## config.mk

```make
export PLATFORM = sky130hd
export DESIGN_NAME = reg_file_param
export DESIGN_NICKNAME = d
export VERILOG_FILES = /design/src/rtl/reg_file_param.sv
export SDC_FILE = /design/constraint.sdc
export NUM_CORES = 2
export LEC_CHECK = 0
export CORE_MARGIN = 2
export CORE_UTILIZATION = 35
export DETAILED_ROUTE_END_ITERATION = 10
export PLACE_DENSITY_LB_ADDON = 0.15
export SLEW_MARGIN = 20
export SYNTH_ARGS = -nofsm -noshare
export SYNTH_HDL_FRONTEND = slang
export SYNTH_SLANG_ARGS = --single-unit
export TNS_END_PERCENT = 1
```

## constraint.sdc

```tcl
create_clock -name clk -period 54.8 [get_ports clk]
set_input_delay 5.48 -clock clk [delete_from_list [all_inputs] [get_ports clk]]
set_output_delay 5.48 -clock clk [all_outputs]
set_load 0.01 [all_outputs]
```

## src/rtl/reg_file_param.sv

```systemverilog
`default_nettype none
// ============================================================================
// Module      : reg_file_param
// Description : Two-read / one-write register file with write-first bypass,
//               optional hardwired-zero register 0 and a sequential clear sweep.
// Revision    : 1.0 - initial release
// ============================================================================
module reg_file_param #(
    parameter int DATA_W  = 32,
    parameter int ADDR_W  = 5,
    parameter int ZERO_R0 = 1
) (
    input  logic              clk,
    input  logic              rst,
    input  logic [ADDR_W-1:0] rd_addr1,
    input  logic [ADDR_W-1:0] rd_addr2,
    output logic [DATA_W-1:0] rd_data1,
    output logic [DATA_W-1:0] rd_data2,
    input  logic              wr_en,
    input  logic [ADDR_W-1:0] wr_addr,
    input  logic [DATA_W-1:0] wr_data,
    input  logic              clr_req,
    output logic              busy,
    output logic              wr_drop
);

    localparam int DEPTH = 2**ADDR_W;

    typedef enum logic [0:0] {
        IDLE  = 1'b0,
        CLEAR = 1'b1
    } state_t;

    state_t            r_state;
    logic [ADDR_W:0]   r_cnt;
    logic [ADDR_W:0]   w_cnt_inc;
    logic              r_wr_drop;
    logic [DATA_W-1:0] r_mem [DEPTH];

    logic              w_busy;
    logic              w_wr_discard;
    logic              w_wr_ok;
    logic              w_r0_rd1;
    logic              w_r0_rd2;

    assign w_busy       = (r_state == CLEAR);
    assign w_wr_discard = (ZERO_R0 != 0) && (wr_addr == '0);
    // rst gates the bypass so reads show reset contents while reset is held
    assign w_wr_ok      = wr_en && !w_busy && !w_wr_discard && !rst;
    assign w_cnt_inc    = r_cnt + (ADDR_W+1)'(1);

    assign w_r0_rd1 = (ZERO_R0 != 0) && (rd_addr1 == '0);
    assign w_r0_rd2 = (ZERO_R0 != 0) && (rd_addr2 == '0);

    assign rd_data1 = w_r0_rd1                          ? '0      :
                      (w_wr_ok && (wr_addr == rd_addr1)) ? wr_data :
                                                           r_mem[rd_addr1];
    assign rd_data2 = w_r0_rd2                          ? '0      :
                      (w_wr_ok && (wr_addr == rd_addr2)) ? wr_data :
                                                           r_mem[rd_addr2];

    assign busy    = w_busy;
    assign wr_drop = r_wr_drop;

    // Control: sweep FSM, counter with carry-out terminal detect, drop pulse
    always_ff @(posedge clk or posedge rst) begin
        if (rst) begin
            r_state   <= IDLE;
            r_cnt     <= '0;
            r_wr_drop <= 1'b0;
        end else begin
            r_wr_drop <= wr_en && w_busy;
            case (r_state)
                IDLE: begin
                    if (clr_req) begin
                        r_state <= CLEAR;
                        r_cnt   <= '0;
                    end
                end
                CLEAR: begin
                    if (w_cnt_inc[ADDR_W]) begin
                        r_state <= IDLE;
                        r_cnt   <= '0;
                    end else begin
                        r_cnt   <= w_cnt_inc;
                    end
                end
                default: begin
                    r_state <= IDLE;
                    r_cnt   <= '0;
                end
            endcase
        end
    end

    // Storage: reset loads each register with its own index (register 0 gets 0)
    always_ff @(posedge clk or posedge rst) begin
        if (rst) begin
            for (int i = 0; i < DEPTH; i++) begin
                r_mem[i] <= DATA_W'(i);
            end
        end else if (w_busy) begin
            r_mem[r_cnt[ADDR_W-1:0]] <= '0;
        end else if (w_wr_ok) begin
            r_mem[wr_addr] <= wr_data;
        end
    end

endmodule
`default_nettype wire

```

# [After elaboration in Yosys (flattened, before gate mapping)]
# Index checks and enable logic that the tools add are counted.
[word_totals] in_bits=51 output_inout_bits=66 regBits=1032 wordCells=90
[classes] n_eq_ne=3 n_reduce_logical=15 add_sub_neg=1 n_bitwise=7 mux=23 order_cmp=6
[ops] operator="2-to-1 mux 1024 bit" count=2
[ops] operator="bitwise AND 1024 bit" count=1
[ops] operator="bitwise mux 1024 bit" count=1
[ops] operator="inverter 1024 bit" count=1
[ops] operator="binary-select mux 32 bit (select 5 bit)" count=2
[ops] operator="demux 32 bit (select 5 bit)" count=2
[ops] operator="2-to-1 mux 32 bit" count=10
[ops] operator=">= comparator 6 bit (second input constant)" count=4
[ops] operator="inverter 5 -> 6 bit" count=4
[ops] operator="zero test 5 bit" count=3
[ops] operator="less-than comparator 6 x 1 -> 1 bit (second input constant)" count=2
[ops] operator="one-hot mux 6 bit (2 select lines)" count=1
[ops] operator="equality test 5 bit" count=2
[ops] operator="logical AND 1 bit" count=8
[ops] operator="adder 6 x 1 -> 6 bit (second input constant)" count=1
[ops] operator="2-to-1 mux 6 bit" count=1
[ops] operator="2-to-1 mux 5 bit" count=1
[ops] operator="zero test 1 bit" count=3
[ops] operator="2-to-1 mux 1 bit" count=2
[ops] operator="!= test 2 bit (second input constant)" count=1
[ops] operator="one-hot mux 1 bit (2 select lines)" count=1
[ops] operator="nonzero test 2 bit" count=1
[ops] operator="inverter 1 bit" count=1

# [Logic depth before layout (Yosys ltp)]
[logic_depth] word_depth=8 mapped_depth=9 depth_no_buf=5

# [Worst setup path before layout]
# OpenSTA, ideal clock, no wires.
[synth_path] path_kind="input-to-output" start="input port rd_addr1[0]" end="output port rd_data1[10]" required_time_ns=49.320 arrival_time_ns=7.047 path_slack_ns=42.273 n_path_buf=3 stages=8 cell_sequence="buf_2 > buf_4 > buf_2 > mux4_2 > nor3b_1 > nor3_1 > a21oi_1 > a21oi_1"
[synth_between] elab_chain_len=6 word_cells_on_any_way=9 classes_between="eq/ne (1); mux (5); bitwise (1); reduce/logical (2)"
[synth_rtl] item="from (decl)" line="15" text="input logic [ADDR_W-1:0] rd_addr1,"
[synth_rtl] item="inverter 5 -> 6 bit (not written as such)" line="57" text="r_mem[rd_addr1];"
[synth_rtl] item="binary-select mux 32 bit (select 5 bit)" line="57"
[synth_rtl] item="2-to-1 mux 32 bit (not written as such) (2 in series)" line="57"
[synth_rtl] item="2-to-1 mux 32 bit" line="56" text="(w_wr_ok && (wr_addr == rd_addr1)) ? wr_data :"
[synth_rtl] item="2-to-1 mux 32 bit (*)" line="55" text="assign rd_data1 = w_r0_rd1 ? '0 :"
[synth_rtl] item="to (decl)" line="17" text="output logic [DATA_W-1:0] rd_data1,"
# Mark *: on every way between the ends. The rest lies on a longest branch, timed or not. The select of a mux whose other input is x is not followed.

# [Worst setup path after layout]
[layout_path] start="input port rd_addr2[0]" end="output port rd_data2[19]"
[layout_between] elab_chain_len=6 word_cells_on_any_way=9 classes_between="eq/ne (1); mux (5); bitwise (1); reduce/logical (2)"
[layout_rtl] item="from (decl)" line="16" text="input logic [ADDR_W-1:0] rd_addr2,"
[layout_rtl] item="inverter 5 -> 6 bit (not written as such)" line="60" text="r_mem[rd_addr2];"
[layout_rtl] item="binary-select mux 32 bit (select 5 bit)" line="60"
[layout_rtl] item="2-to-1 mux 32 bit (not written as such) (2 in series)" line="60"
[layout_rtl] item="2-to-1 mux 32 bit" line="59" text="(w_wr_ok && (wr_addr == rd_addr2)) ? wr_data :"
[layout_rtl] item="2-to-1 mux 32 bit (*)" line="58" text="assign rd_data2 = w_r0_rd2 ? '0 :"
[layout_rtl] item="to (decl)" line="18" text="output logic [DATA_W-1:0] rd_data2,"
# Marks and branches as above.

==> flow_summary.ini <==
[status]
status = completed

[placed_design]
port-buffer-count = 116
gp_congestion = 0.815
dp.cells = 5930
dp_hpwl_mm = 127
place_ws_ns = 39.02

[final_layout]
final_nets = 4075
post-route-util_pct = 40.2
fillers = 14300
drive_gt1_share_pct = 28.6
final_cells = 6155
diodes = 0
area_growth_pct = 13.9

[sta]
hold-worst-slack_ns = 0.507
maxSlewHeadroom_pct = 22.6
timing.fmax_mhz = 63.1
post-route-period-util_pct = 28.9
setup_slack_ns = 38.95
post-route-min-period_ns = 15.85
hold_viol = 0
tns_ns = 0
rsz0062_at_grt = false
worstMarginPinSlew_ns = 1.16
clock_skew_ns = 0.0423
slew_viol_final = 0
finalSetupViolCount = 0

[clock_network]
cts_tree = yes
cts_max_level = 3
clock_sinks = 1031
clk_pin_slew_ns = 0.06
hold_buffers = 0
cts_resized = 0
root_buffer = clkbuf_16
cts_setup_buffers = 0
cts_made_buffers = 118
clk_path_buf_depth = 3
clk-insertion-delay-late_ns = 0.78

[global_routing]
grt_util_all_layers_pct = 29.2
grt_pass1_wl_mm = 330
grt_pass1_vias = 41900
antenna_found_initial = 4
grt.overflow.total = 0
grt_max_degree = 147

[setup_path]
slowest_delay_ns = 0.97
cpMaxStageDelayCell = buf_4
critPathMaxFanout = 78
crit_type = in -> out
critical_path_required_ns = 49.32
cp-end-kind = primary output
path_common_cell = buf_4
worstPathArrival_ns = 10.37
startpoint = rd_addr2[0]
regToRegStartpoint = busy
start_kind = primary input
path_cells = buf_8, buf_4, buf_4, nor3_1, inv_1, buf_4, o21ai_0, a21oi_1, clkdlybuf4s50_1

[logic_synthesis]
yosysUniqueCellTypes = 56
synth_edf_count = 0
syn_area_um2 = 53900
yosys_warnings = 0
syn_nets = 4210
synth_seq_cells = 1031
async_flop_share_pct = 100
seq_area_frac_synth_pct = 48.1
yosysTopAreaCellShare_pct = 44.2
synth_ff_type = dfrtp_1
syn-mean-instance-area_um2 = 13.0
synthCells = 4155
yosys-top-cells-area = dfrtp_1 (44%), a22o_1 (16%), mux4_2 (16%)
yosys.area.top_type = dfrtp_1

[worst_hold_path]
hold_path_startpoint = r_mem[1016]
min-delay-path-class = reg -> reg

[drt]
drc = 0
wire_per_inst_um = 37.5
drtPass1Iterations = 7
drt_wl_total_mm = 231
vias_per_cell = 6.77
dr_total_vias = 41700
dr.first_iter.drc_count = 4693
drtAntennaViolNets = 0

[die]
io_pins = 117
start_util_pct = 35.3
die_w_um = 396
core_area_um2 = 152000
die_h_um = 396
placementRows = 143
die_area_um2 = 157000

[power_and_ir_drop]
p_leak_nw = 26.4
peakVddDrop_uv = 27.4
power.density_nw_per_um2 = 34.3

[job]
drv_cap = 0
-- registers in the layout, summed over array words and instances (netlist names) --
register / flops
r_mem: 1024
r_cnt: 5
busy: 1
wr_drop: 1
-- cells in the mapped netlist (67+ instances only) --
library cell and number:
a21oi_1 156, nor2_1 140, a22o_1 992, o22ai_1 156, dfstp_2 80, mux4_2 385, dfrtp_1 951, mux2_2 251
clkbuf_1 326, buf_2 174, nand2_1 82, nor3_1 67
-- worst paths after layout --
check / cells after the start / slack, ns / to
max: 9 / 38.95 / rd_data2[19]
min: 1 / 0.51 / r_mem[1016]
max reg2reg: 7 / 51.42 / r_mem[43]
min reg2reg: 1 / 0.51 / r_mem[1016]
max in group asynchronous: 5 / 46.37 / r_mem[318]
min in group asynchronous: 2 / 5.40 / r_mem[284]
-- worst max-delay path, delay by kind of cell --
kind            cells  cell delay, ns
buf+inv             6            3.78
compound gates      2            0.78
simple gates        1            0.20
-- cell usage in the layout (no fill, tap or decap), types with 6 or more instances in the layout --
cell,n
a21oi_1,125
a21oi_4,31
a22o_1,992
a31oi_1,34
and2_1,37
buf_2,6
buf_4,155
bufinv_16,13
clkbuf_1,21
clkbuf_16,120
clkbuf_8,36
clkdlybuf4s50_1,105
clkinv_2,22
clkinvlp_4,7
dfrtp_1,951
dfstp_2,80
mux2_2,251
mux2i_1,6
mux4_2,385
nand2_1,80
nor2_1,132
nor2_4,28
nor3_1,66
nor3b_1,34
nor4_1,31
o21ai_0,66
o221ai_1,31
o22a_1,31
o22ai_1,156
xor2_1,6
-- routing by layer --
metal | track usage (%) | share of wire [%] | vias to the layer above
met3 | 6.13 | 8.8 | 524
li1 | - | - | 16300
met1 | 40.4 | 41 | 22400
met5 | 0 | 0.0069 | -
met2 | 44.5 | 45 | 2458
met4 | 12.2 | 4.4 | 2
-- kinds of logic (layout without fill, tap and decap cells) --
family          count (synthesis)  in the layout  synth area share (%)
compound gates               1479           1479                  21.6
flops                        1031           1031                  48.1
mux                           642            642                  21.5
buf+inv                       538            508                  4.22
simple gates                  450            450                  4.36
xor+xnor                       11             11                 0.179
fa+ha+maj                       4              4                0.0929
-- cell type report --
class | count | area [um2] | area share (%)
tap | 2030 | 2540 | 4.14
inverter | 8 | 37.5 | 0.0612
clock buffer | 177 | 3580 | 5.83
sequential | 1031 | 25900 | 42.2
clock inverter | 48 | 653 | 1.06
timing repair buffer | 275 | 2400 | 3.92
multi-input combinational | 2586 | 26200 | 42.8
-- stage by stage --
stage	instance area, um2	power [mW]
final	61400	2.10
after global routing	61400	2.17
after CTS	61400	2.11
after detailed placement	57100	1.24
after global placement	57100	1.24
after floorplan	53900	1.09
-- where the power goes --
group	switching [mW]	total [mW]	internal, mW
sequential	0.0487	0.871	0.823
clock	0.352	0.864	0.512
combinational	0.225	0.367	0.143
Note: power is estimated with default switching activity, not from simulation.
